`config.mk`:
```
export PLATFORM = sky130hd
export DESIGN_NAME = main_ram_arbiter
export DESIGN_NICKNAME = d
export VERILOG_FILES = /design/src/rtl/main_ram_arbiter.sv
export SDC_FILE = /design/constraint.sdc
export NUM_CORES = 1
export LEC_CHECK = 0
export CORE_MARGIN = 3
export CORE_UTILIZATION = 30
export DETAILED_ROUTE_END_ITERATION = 8
export HOLD_SLACK_MARGIN = 0.05
export PLACE_DENSITY = 0.59
export SYNTH_ARGS = -nofsm -noshare
export SYNTH_HDL_FRONTEND = slang
export SYNTH_SLANG_ARGS = --single-unit
```
`constraint.sdc`:
```
create_clock -name clk -period 6.69 [get_ports clk]
set_clock_uncertainty 0.1 [all_clocks]
set_input_delay 1.0035 -clock clk [delete_from_list [all_inputs] [get_ports clk]]
set_output_delay 1.0035 -clock clk [all_outputs]
set_load 0.1 [all_outputs]
```
`src/rtl/main_ram_arbiter.sv`:
```
// Sequenced, non-preemptive, one-outstanding-op arbiter that shares the SDRAM
// controller port between the SNES core, the ROM loader and the BSRAM dump port.
module main_ram_arbiter #(
    parameter logic [4:0]  BSRAM_BASE     = 5'b10000,
    parameter int unsigned ACCEPT_TIMEOUT = 7
) (
    input  logic        clk,
    input  logic        reset,
    input  logic        snes_rom_rd,
    input  logic        snes_rom_word,
    input  logic [23:0] snes_rom_addr,
    input  logic        snes_bs_rd,
    input  logic        snes_bs_wr,
    input  logic [19:0] snes_bs_addr,
    input  logic [7:0]  snes_bs_d,
    output logic [15:0] snes_q,
    output logic        snes_busy,
    input  logic        ld_wr,
    input  logic [24:0] ld_addr,
    input  logic [15:0] ld_data,
    output logic        ld_ack,
    input  logic        dump_rd,
    input  logic [19:0] dump_addr,
    output logic [7:0]  dump_q,
    output logic        dump_ack,
    output logic [24:0] mem_addr,
    output logic        mem_rd,
    output logic        mem_wr,
    output logic        mem_word,
    output logic [15:0] mem_din,
    input  logic [15:0] mem_dout,
    input  logic        mem_busy
);
    localparam int unsigned CNT_W = $clog2(ACCEPT_TIMEOUT + 1);

    localparam logic [2:0] S_IDLE  = 3'd0;
    localparam logic [2:0] S_ISSUE = 3'd1;
    localparam logic [2:0] S_WACC  = 3'd2;
    localparam logic [2:0] S_WDONE = 3'd3;
    localparam logic [2:0] S_DONE  = 3'd4;

    localparam logic [1:0] OWN_SNES = 2'd0;
    localparam logic [1:0] OWN_LD   = 2'd1;
    localparam logic [1:0] OWN_DUMP = 2'd2;

    logic [2:0]       state, state_n;
    logic [CNT_W-1:0] cnt, cnt_n;
    logic [1:0]       owner, owner_n;
    logic             op_rd, op_rd_n;
    logic             pend, pend_n, pend_rd, pend_rd_n, pend_word, pend_word_n;
    logic [24:0]      pend_addr, pend_addr_n;
    logic [15:0]      pend_din, pend_din_n;
    logic             prev_rom_rd, prev_bs_act;
    logic [23:0]      prev_rom_addr;
    logic [19:0]      prev_bs_addr;
    logic [7:0]       prev_bs_d;
    logic [24:0]      mem_addr_n;
    logic [15:0]      mem_din_n, snes_q_n;
    logic [7:0]       dump_q_n;
    logic             mem_rd_n, mem_wr_n, mem_word_n, ld_ack_n, dump_ack_n, snes_busy_n;
    logic             finish;

    // SNES request detection against the previous cycle's bus values
    logic        bs_act, rom_ev, bs_ev, ev, ev_rd, ev_word;
    logic [24:0] ev_addr;
    logic [15:0] ev_din;

    assign bs_act  = snes_bs_rd | snes_bs_wr;
    assign rom_ev  = snes_rom_rd && (!prev_rom_rd || (snes_rom_addr != prev_rom_addr));
    assign bs_ev   = bs_act && (!prev_bs_act || (snes_bs_addr != prev_bs_addr)
                     || (snes_bs_wr && (snes_bs_d != prev_bs_d)));
    assign ev      = rom_ev | bs_ev;
    assign ev_rd   = bs_ev ? !snes_bs_wr : 1'b1;
    assign ev_addr = bs_ev ? {BSRAM_BASE, snes_bs_addr} : {1'b0, snes_rom_addr};
    assign ev_din  = bs_ev ? {snes_bs_d, snes_bs_d} : 16'h0000;
    assign ev_word = bs_ev ? 1'b0 : snes_rom_word;

    always_comb begin
        state_n     = state;
        cnt_n       = cnt;
        owner_n     = owner;
        op_rd_n     = op_rd;
        pend_n      = pend;
        pend_rd_n   = pend_rd;
        pend_addr_n = pend_addr;
        pend_din_n  = pend_din;
        pend_word_n = pend_word;
        mem_addr_n  = mem_addr;
        mem_din_n   = mem_din;
        mem_word_n  = mem_word;
        mem_rd_n    = 1'b0;
        mem_wr_n    = 1'b0;
        snes_q_n    = snes_q;
        dump_q_n    = dump_q;
        ld_ack_n    = 1'b0;
        dump_ack_n  = 1'b0;
        finish      = 1'b0;

        // Newest SNES request always replaces an older unissued one
        if (ev) begin
            pend_n      = 1'b1;
            pend_rd_n   = ev_rd;
            pend_addr_n = ev_addr;
            pend_din_n  = ev_din;
            pend_word_n = ev_word;
        end

        case (state)
            S_IDLE: begin
                if (pend_n) begin
                    state_n    = S_ISSUE;
                    owner_n    = OWN_SNES;
                    op_rd_n    = pend_rd_n;
                    mem_addr_n = pend_addr_n;
                    mem_din_n  = pend_din_n;
                    mem_word_n = pend_word_n;
                    mem_rd_n   = pend_rd_n;
                    mem_wr_n   = !pend_rd_n;
                    pend_n     = 1'b0;
                end else if (ld_wr) begin
                    state_n    = S_ISSUE;
                    owner_n    = OWN_LD;
                    op_rd_n    = 1'b0;
                    mem_addr_n = ld_addr;
                    mem_din_n  = ld_data;
                    mem_word_n = 1'b1;
                    mem_wr_n   = 1'b1;
                end else if (dump_rd) begin
                    state_n    = S_ISSUE;
                    owner_n    = OWN_DUMP;
                    op_rd_n    = 1'b1;
                    mem_addr_n = {BSRAM_BASE, dump_addr};
                    mem_din_n  = 16'h0000;
                    mem_word_n = 1'b0;
                    mem_rd_n   = 1'b1;
                end
            end
            S_ISSUE: begin
                state_n = S_WACC;
                cnt_n   = '0;
            end
            S_WACC: begin
                if (mem_busy) begin
                    state_n = S_WDONE;
                end else if (cnt == CNT_W'(ACCEPT_TIMEOUT - 1)) begin
                    // controller completed without ever showing busy
                    state_n = S_DONE;
                    finish  = 1'b1;
                end else begin
                    cnt_n = cnt + CNT_W'(1);
                end
            end
            S_WDONE: begin
                if (!mem_busy) begin
                    state_n = S_DONE;
                    finish  = 1'b1;
                end
            end
            S_DONE:  state_n = S_IDLE;
            default: state_n = S_IDLE;
        endcase

        if (finish) begin
            case (owner)
                OWN_SNES: if (op_rd) snes_q_n = mem_dout;
                OWN_LD:   ld_ack_n = 1'b1;
                OWN_DUMP: begin
                    dump_q_n   = mem_dout[7:0];
                    dump_ack_n = 1'b1;
                end
                default: ;
            endcase
        end

        snes_busy_n = pend_n || ((state_n != S_IDLE) && (owner_n == OWN_SNES));
    end

    always_ff @(posedge clk or posedge reset) begin
        if (reset) begin
            state         <= S_IDLE;
            cnt           <= '0;
            owner         <= OWN_SNES;
            op_rd         <= 1'b0;
            pend          <= 1'b0;
            pend_rd       <= 1'b0;
            pend_addr     <= '0;
            pend_din      <= '0;
            pend_word     <= 1'b0;
            prev_rom_rd   <= 1'b0;
            prev_rom_addr <= '0;
            prev_bs_act   <= 1'b0;
            prev_bs_addr  <= '0;
            prev_bs_d     <= '0;
            mem_addr      <= '0;
            mem_din       <= '0;
            mem_word      <= 1'b0;
            mem_rd        <= 1'b0;
            mem_wr        <= 1'b0;
            snes_q        <= '0;
            snes_busy     <= 1'b0;
            dump_q        <= '0;
            ld_ack        <= 1'b0;
            dump_ack      <= 1'b0;
        end else begin
            state         <= state_n;
            cnt           <= cnt_n;
            owner         <= owner_n;
            op_rd         <= op_rd_n;
            pend          <= pend_n;
            pend_rd       <= pend_rd_n;
            pend_addr     <= pend_addr_n;
            pend_din      <= pend_din_n;
            pend_word     <= pend_word_n;
            prev_rom_rd   <= snes_rom_rd;
            prev_rom_addr <= snes_rom_addr;
            prev_bs_act   <= bs_act;
            prev_bs_addr  <= snes_bs_addr;
            prev_bs_d     <= snes_bs_d;
            mem_addr      <= mem_addr_n;
            mem_din       <= mem_din_n;
            mem_word      <= mem_word_n;
            mem_rd        <= mem_rd_n;
            mem_wr        <= mem_wr_n;
            snes_q        <= snes_q_n;
            snes_busy     <= snes_busy_n;
            dump_q        <= dump_q_n;
            ld_ack        <= ld_ack_n;
            dump_ack      <= dump_ack_n;
        end
    end
endmodule

```
==> impl_results.md, run 1 <==
* Routability-driven placement congestion ratio at between 0.8 and 0.9
* Slew headroom at 0.192
* F_max at 216 MHz
* Worst endpoint required time at 6.90 ns
* Register area share after synthesis at 0.533
* Multiplexer share of the synthesized area at 0.0337
* CTS Buffer Depth at 2
* Setup violators final at 0
* Reg-to-reg slack, setup at 2.79 ns
* Asr flop ratio synth at 1.00
* Top Metal Used: met4
* Clock transition at path regs at approximately 0.070 ns
* Vias at 6,898
* Largest net degree at the start of global routing at 90
* Final hold vios at 0
* Ports at 209
* Cell area after synthesis at 0.00836 mm^2
* DP Wirelength at roughly 19,000 um
* Post-cts repair resize count at 0
* Die footprint at 0.0299 mm^2
* Worst VDD drop at 0.000192 V
* Cell count after placement at 1,330
* Met1 Routed Length at 13,000 um
* Yosys reg bits at 178
* Status: finished, final reports clean
* Chip Height at 173 um
* Global-route wire length before repair at 41,000 um
* Final core occ at 0.419
* Commonest non-fill, non-tap cell in the layout: clkdlybuf4s50_1
* Ant diodes at 0
* Mapped Cells at 796
* Largest family of logic cells by synthesized area: compound AO/OA/AOI/OAI gates
* Fin crit share at 0.691
* Antenna violations before repair at 0
* # H-tree levels at 4
* Wire length per cell at 19.4 um
* Vias in the first global route at 6,709
* RSZ-0062 raised after global routing: no
* Routed wl met3 at about 1400 um
* Worst reg2reg startpoint: prev_rom_addr[18]
* DRC errors left at 0
* Synth Area in Adders at 0.00299
* Post-synth EDFFs at 0
* CTS tree: done
* Ys flop type: dfrtp_1
* Design Area, Final at 0.0114 mm^2
* Leakage at 4.54 nW
* Total power at a little over 0.005 W
* Ys Warns at 0
* Clock Latency Late Sink at 0.43 ns
* Root Buffer: clkbuf_16
* Vias per cell at between 5 and 6
* CTS buffer count at 17
* Area fraction in compound gates after synthesis at 0.182
* Drt pass-1 iters at 5
* XOR/XNOR Fraction of Synth Area at 0.0545
* Startpoint types: input port
* First DRT Iteration DRCs at between 600 and 700
* Arrival @ worst endpoint at 4.84 ns
* Worst path slowest cell: nand2_1
* Clock period minus worst slack at 4.62 ns
* Detailed Route WL at approximately 26,000 um
* Slew @ Worst Pin at between 1 and 1.5 ns
* Slowest cell delay on critical path at slightly above 1 ns
* Initial Util at 0.308
* Postcts setup bufs at 0
* Simple-Gate Fraction of Synth Area at 0.156
* IO buf count at 208
* Unique masters post-synth at 51
* Worst flop-to-flop path endpoint: mem_addr[21]
* Layout Cells excl Fill at between 1,000 and 1,500
* DR WL met2 at 11,700 um
* Cell chain of the critical path: clkdlybuf4s50_1, xnor2_1, nand4_1, or4_1, or2_1, nand2_1, nor2_1, o41ai_1
* Final slew viol count at 0
* Post-DRT Antenna Nets at 0
* Max Cap Viol at 0
* Min-Delay Startpoint: pend_addr[24]
* CTS Hold Buffers Added at 0
* Setup TNS at 0 ns
* Critical path class: in2reg
* Gr usage total at 0.175
* Most frequent cells in the layout: clkdlybuf4s50_1, dfrtp_1, nand2_1
* Avg Inst Size Synth at around 11 um^2
* Post-synth net total at 936
* CP max FO at 31
* P&R area growth vs syn at 36.2%
* Pwr dens at 454 mW/mm^2
* Core area at 0.0272 mm^2
* Hold Path Sink: pend_addr[24]
* Share of cells above drive strength 1 at 0.0909
* Clk sink count at 178
* Nets@finish at 1,117
* Worst reg2reg path depth at 7
* Critical path capture point type: flop
* Hold Path Class: reg2reg
* Placement Cell Area at approximately 0.011 mm^2
* Hold path depth at 2
* Die width at 173 um
* Row cnt at 60
* Gr ovfl total at 0
## kinds of logic (layout without fill, tap and decap cells)
| group | count (synthesis) | in the layout |
|---|---|---|
| flip-flops | 178 | 178 |
| adder cells (fa/ha/maj) | 2 | 2 |
| AND/OR/NAND/NOR | 270 | 270 |
| XOR/XNOR | 52 | 52 |
| buffers and inverters | 73 | 267 |
| AO/OA/AOI/OAI | 196 | 196 |
| multiplexers | 25 | 25 |
## synthesized netlist by cell type, types with 5 or more instances
cell / n / area, um^2
a21oi_1: 27 / 135
dfrtp_1: 178 / 4450
buf_2: 7 / 35.0
o21ai_1: 13 / 65.1
clkbuf_1: 46 / 173
o21ai_0: 7 / 35.0
a211oi_2: 18 / 225
a22o_1: 32 / 280
a2111oi_0: 12 / 105
xor2_1: 20 / 175
o41ai_1: 14 / 123
nor2_1: 58 / 218
xnor2_1: 32 / 280
mux2_2: 15 / 169
a311oi_1: 8 / 70.1
mux2_1: 10 / 113
o31ai_1: 12 / 90.1
inv_1: 11 / 41.3
buf_4: 5 / 37.5
nand2_1: 103 / 387
nand4_1: 8 / 50.1
nand2b_1: 23 / 144
nor4_1: 25 / 156
a22oi_1: 16 / 120
nor2b_1: 33 / 206
a31oi_1: 21 / 131
## sequential cells by signal, summed over array words and instances, names as in the netlist, 2 cells and up
register,count
cnt,3
dump_q,8
mem_addr,25
mem_din,16
owner,2
pend_addr,25
pend_din,16
prev_bs_addr,20
prev_bs_d,8
prev_rom_addr,24
snes_q,16
state,3
## worst max-delay path by stage
stage | startpoint | to | slack, ns
floorplan | reset | cnt[0] | 0.76
finish | snes_rom_addr[14] | mem_addr[21] | 2.07
global placement | snes_rom_addr[22] | mem_addr[22] | 1.73
CTS | snes_rom_addr[22] | mem_addr[21] | 2.08
detailed placement | snes_rom_addr[22] | mem_addr[20] | 1.65
global route | snes_rom_addr[18] | mem_addr[21] | 1.75
## metrics by stage
step,worst slack (ns),hold slack (ns)
after CTS,2.08,0.377
after global placement,1.73,0.358
final,2.07,0.377
after floorplan,0.756,0.338
after detailed placement,1.65,0.360
after global routing,1.75,0.399
## report_power, final
group	internal [W]	total [W]	leakage [nW]	switching (W)
registers	0.00133	0.00148	2.16	0.000151
clock network	0.000543	0.00103	0.293	0.000482
logic	0.000675	0.00266	2.09	0.00199
total	0.00255	0.00517	4.54	0.00262
## routing by layer
layer | up-vias | GRT usage
met5 | - | 0
met4 | 0 | 0.0409
met3 | 22 | 0.0349
met2 | 235 | 0.264
met1 | 3418 | 0.259
li1 | 3223 | -
## critical path: cells and delay by family
family | cells | cell delay [ns]
buffers and inverters | 1 | 0.55
AOI/OAI and AO/OA | 1 | 0.36
and+or+nand+nor | 5 | 2.77
xor gates and xnor gates | 1 | 0.14
## final cells by class
cell class                      instances  area (um^2)
Multi-Input combinational cell        545         3610
Timing Repair Buffer                  224         2210
Inverter                               11         46.3
Clock inverter                         14          165
Sequential cell                       178         4450
Tap cell                              372          465
Fill cell                            2633        15800
Clock buffer                           18          439
No activity file was read; power rests on OpenSTA's default activity.
==> inputs of run 2 (changes only) <==
--- a/config.mk
+++ b/config.mk
@@ -9,7 +9,7 @@
 export CORE_UTILIZATION = 30
 export DETAILED_ROUTE_END_ITERATION = 8
 export HOLD_SLACK_MARGIN = 0.05
-export PLACE_DENSITY = 0.59
+export PLACE_DENSITY = 0.61
 export SYNTH_ARGS = -nofsm -noshare
 export SYNTH_HDL_FRONTEND = slang
 export SYNTH_SLANG_ARGS = --single-unit
==> constraint.sdc (replaced) <==
create_clock -name clk -period 3.8 [get_ports clk]
set_clock_uncertainty 0.1 [all_clocks]
set_input_delay 0.57 -clock clk [delete_from_list [all_inputs] [get_ports clk]]
set_output_delay 0.57 -clock clk [all_outputs]
set_load 0.1 [all_outputs]
==> run 2 against run 1 <==
Sequential share of layout area is 1.1 points lower. Critical path depth stayed put. Combinational power is 77% higher. Utilization is 1.2 points higher. Final area is 2.8% higher. Sequential cell count stayed put. Worst setup slack worse by 1.7 ns. Cell count is 2.7% higher. Via count is 1.9% higher. Clock power is 83% higher. Critical path type unchanged. Critical endpoint is now mem_addr[19].
==> impl_results.md, run 2 (synthesis results as in run 1) <==
* Final setup margin at 0.330 ns (-1.74 ns)
* Post-Place Worst Slack at -0.0971 ns (-1.74 ns)
* Area of the multi-input gates at 0.00361 mm^2 (unchanged)
* IO buf count at 208 (unchanged)
* Max Cap Viol at 0 (unchanged)
* Core area at 0.0272 mm^2 (unchanged)
* F_max at 288 MHz
* Final hold vios at 0 (unchanged)
* Vias per cell at 5.03 (-0.77%)
* Post-DRT Antenna Nets at 0 (unchanged)
* Largest registers: mem_addr x25, pend_addr x25, prev_rom_addr x24
* Root Buffer: clkbuf_16
* First DRT Iteration DRCs at 542 (-15%)
* Drt pass-1 iters at 5 (unchanged)
* Clk sink count at 178 (unchanged)
* Critical path class: in2reg
* Leakage at 4.71 nW (+3.9%)
* Initial Util at 0.308 (unchanged)
* Die width at 173 um (unchanged)
* Gr usage total at 0.179 (+0.00429)
* Commonest non-fill, non-tap cell in the layout: clkdlybuf4s50_1
* Most frequent cells in the layout: clkdlybuf4s50_1, dfrtp_1, nand2_1
* Reg area at 0.00445 mm^2 (unchanged)
* Chip Height at 173 um (unchanged)
* CTS buffer count at 17 (unchanged)
* Gr ovfl total at 0 (unchanged)
* Postcts setup bufs at 0 (unchanged)
* Worst reg2reg startpoint: prev_bs_addr[9]
* Pwr dens at 788 mW/mm^2 (+74%)
* Post-cts repair resize count at 0 (unchanged)
* CTS tree: done
* Critical path capture point type: flop
* Clock Latency Late Sink at 0.43 ns (about the same)
* Detailed Route WL at 27,100 um (+2.6%)
* Hold Path Sink: pend_addr[24]
* Vias at 7,031 (+1.9%)
* Clock transition at path regs at 0.07 ns (about the same)
* Slew @ Worst Pin at 1.07 ns (-0.139 ns)
* Setup violators final at 0 (unchanged)
* Worst VDD drop at 0.000407 V (+110%)
* Largest net degree at the start of global routing at 134 (+49%)
* Hold Path Class: reg2reg
* Fillers at 2,613 (-0.76%)
* Die footprint at 0.0299 mm^2 (unchanged)
* Row cnt at 60 (unchanged)
* Share of cells above drive strength 1 at 0.120 (+0.0293)
* DRC errors left at 0 (unchanged)
* CTS Buffer Depth at 2 (unchanged)
* Nets@finish at 1,150 (+3.0%)
* Global-route wire length before repair at 42,200 um (+2.9%)
* Ports at 209 (unchanged)
* Wire length per cell at 19.4 um (-0.11%)
* Vias in the first global route at 6,941 (+3.5%)
* # H-tree levels at 4 (unchanged)
* Fin crit share at 0.913
* Min-Delay Startpoint: pend_addr[24]
* Worst reg2reg path depth at 7 (unchanged)
* Worst hold slack at 0.376 ns (-0.00123 ns)
* Worst endpoint required time at 4.00 ns (-2.90 ns)
* Arrival @ worst endpoint at 3.67 ns (-1.17 ns)
* Clock period minus worst slack at 3.47 ns
* Worst flop-to-flop path endpoint: mem_addr[19]
* P&R area growth vs syn at 40.1%
* Reg-to-reg slack, setup at 0.66 ns (-2.13 ns)
* RSZ-0062 raised after global routing: no
* Final slew viol count at 0 (unchanged)
* CTS Hold Buffers Added at 0 (unchanged)
* Routability-driven placement congestion ratio at 0.846 (+1.2%)
* Slew headroom at 0.283 (+0.0912)
* Antenna violations before repair at 4 (+4)
* Setup TNS at 0 ns (unchanged)
* Startpoint types: input port
* Status: finished, final reports clean
* Hold path depth at 2 (unchanged)
* DP Wirelength at 19,500 um (+2.8%)
* CP max FO at 21 (-32%)
## run 2: worst max-delay path by stage
| stage | start | endpoint | slack (ns) | depth (start not counted) |
|---|---|---|---|---|
| floorplan | reset | cnt[0] | 0.85 | 1 |
| global placement | snes_bs_addr[18] | mem_addr[19] | -0.07 | 8 |
| detailed placement | snes_bs_addr[9] | mem_addr[19] | -0.1 | 8 |
| CTS | snes_bs_addr[9] | mem_addr[19] | 0.36 | 8 |
| global route | snes_bs_addr[9] | mem_addr[19] | 0.28 | 8 |
| finish | snes_bs_addr[9] | mem_addr[19] | 0.33 | 8 |
## run 2: final cells by class
cell class	instances	area share
clock buffer	17	0.0363
timing repair buffer	257	0.214
tap	372	0.0397
antenna	4	0.000855
inverter	11	0.00385
clock inverter	15	0.0168
multi-input combinational	545	0.308
sequential	178	0.380
## run 2: metal layers
metal / global-route usage / up-vias / share of wire
li1: - / 3292 / -
met5: 0 / - / 0
met1: 0.263 / 3452 / 0.47
met3: 0.0354 / 23 / 0.065
met4: 0.0588 / 0 / 0.015
met2: 0.265 / 264 / 0.45
## run 2: stage by stage
step	cell area (um^2)	instances	total power, W	util
floorplan	8360	796	0.00607	-
global placement	11100	1363	0.00736	0.408
detailed placement	11100	1363	0.00739	0.408
CTS	11700	1395	0.00929	0.431
global route	11700	1399	0.00961	0.431
finish	11700	1399	0.00923	0.431
## run 2: critical path: stages
cell and delay [ns]:
clkdlybuf4s50_1 0.59, xnor2_1 0.17, nand4_1 0.21, or4_1 0.62, o31a_2 0.33, or3_4 0.56
a211oi_1 0.47, o41ai_1 0.15
## run 2: report_power, final
part           switching [W]  leakage, nW  internal [W]
registers           0.000289         2.16       0.00234
clock network       0.000825        0.301       0.00106
logic                0.00348         2.26       0.00124
total                0.00460         4.71       0.00463
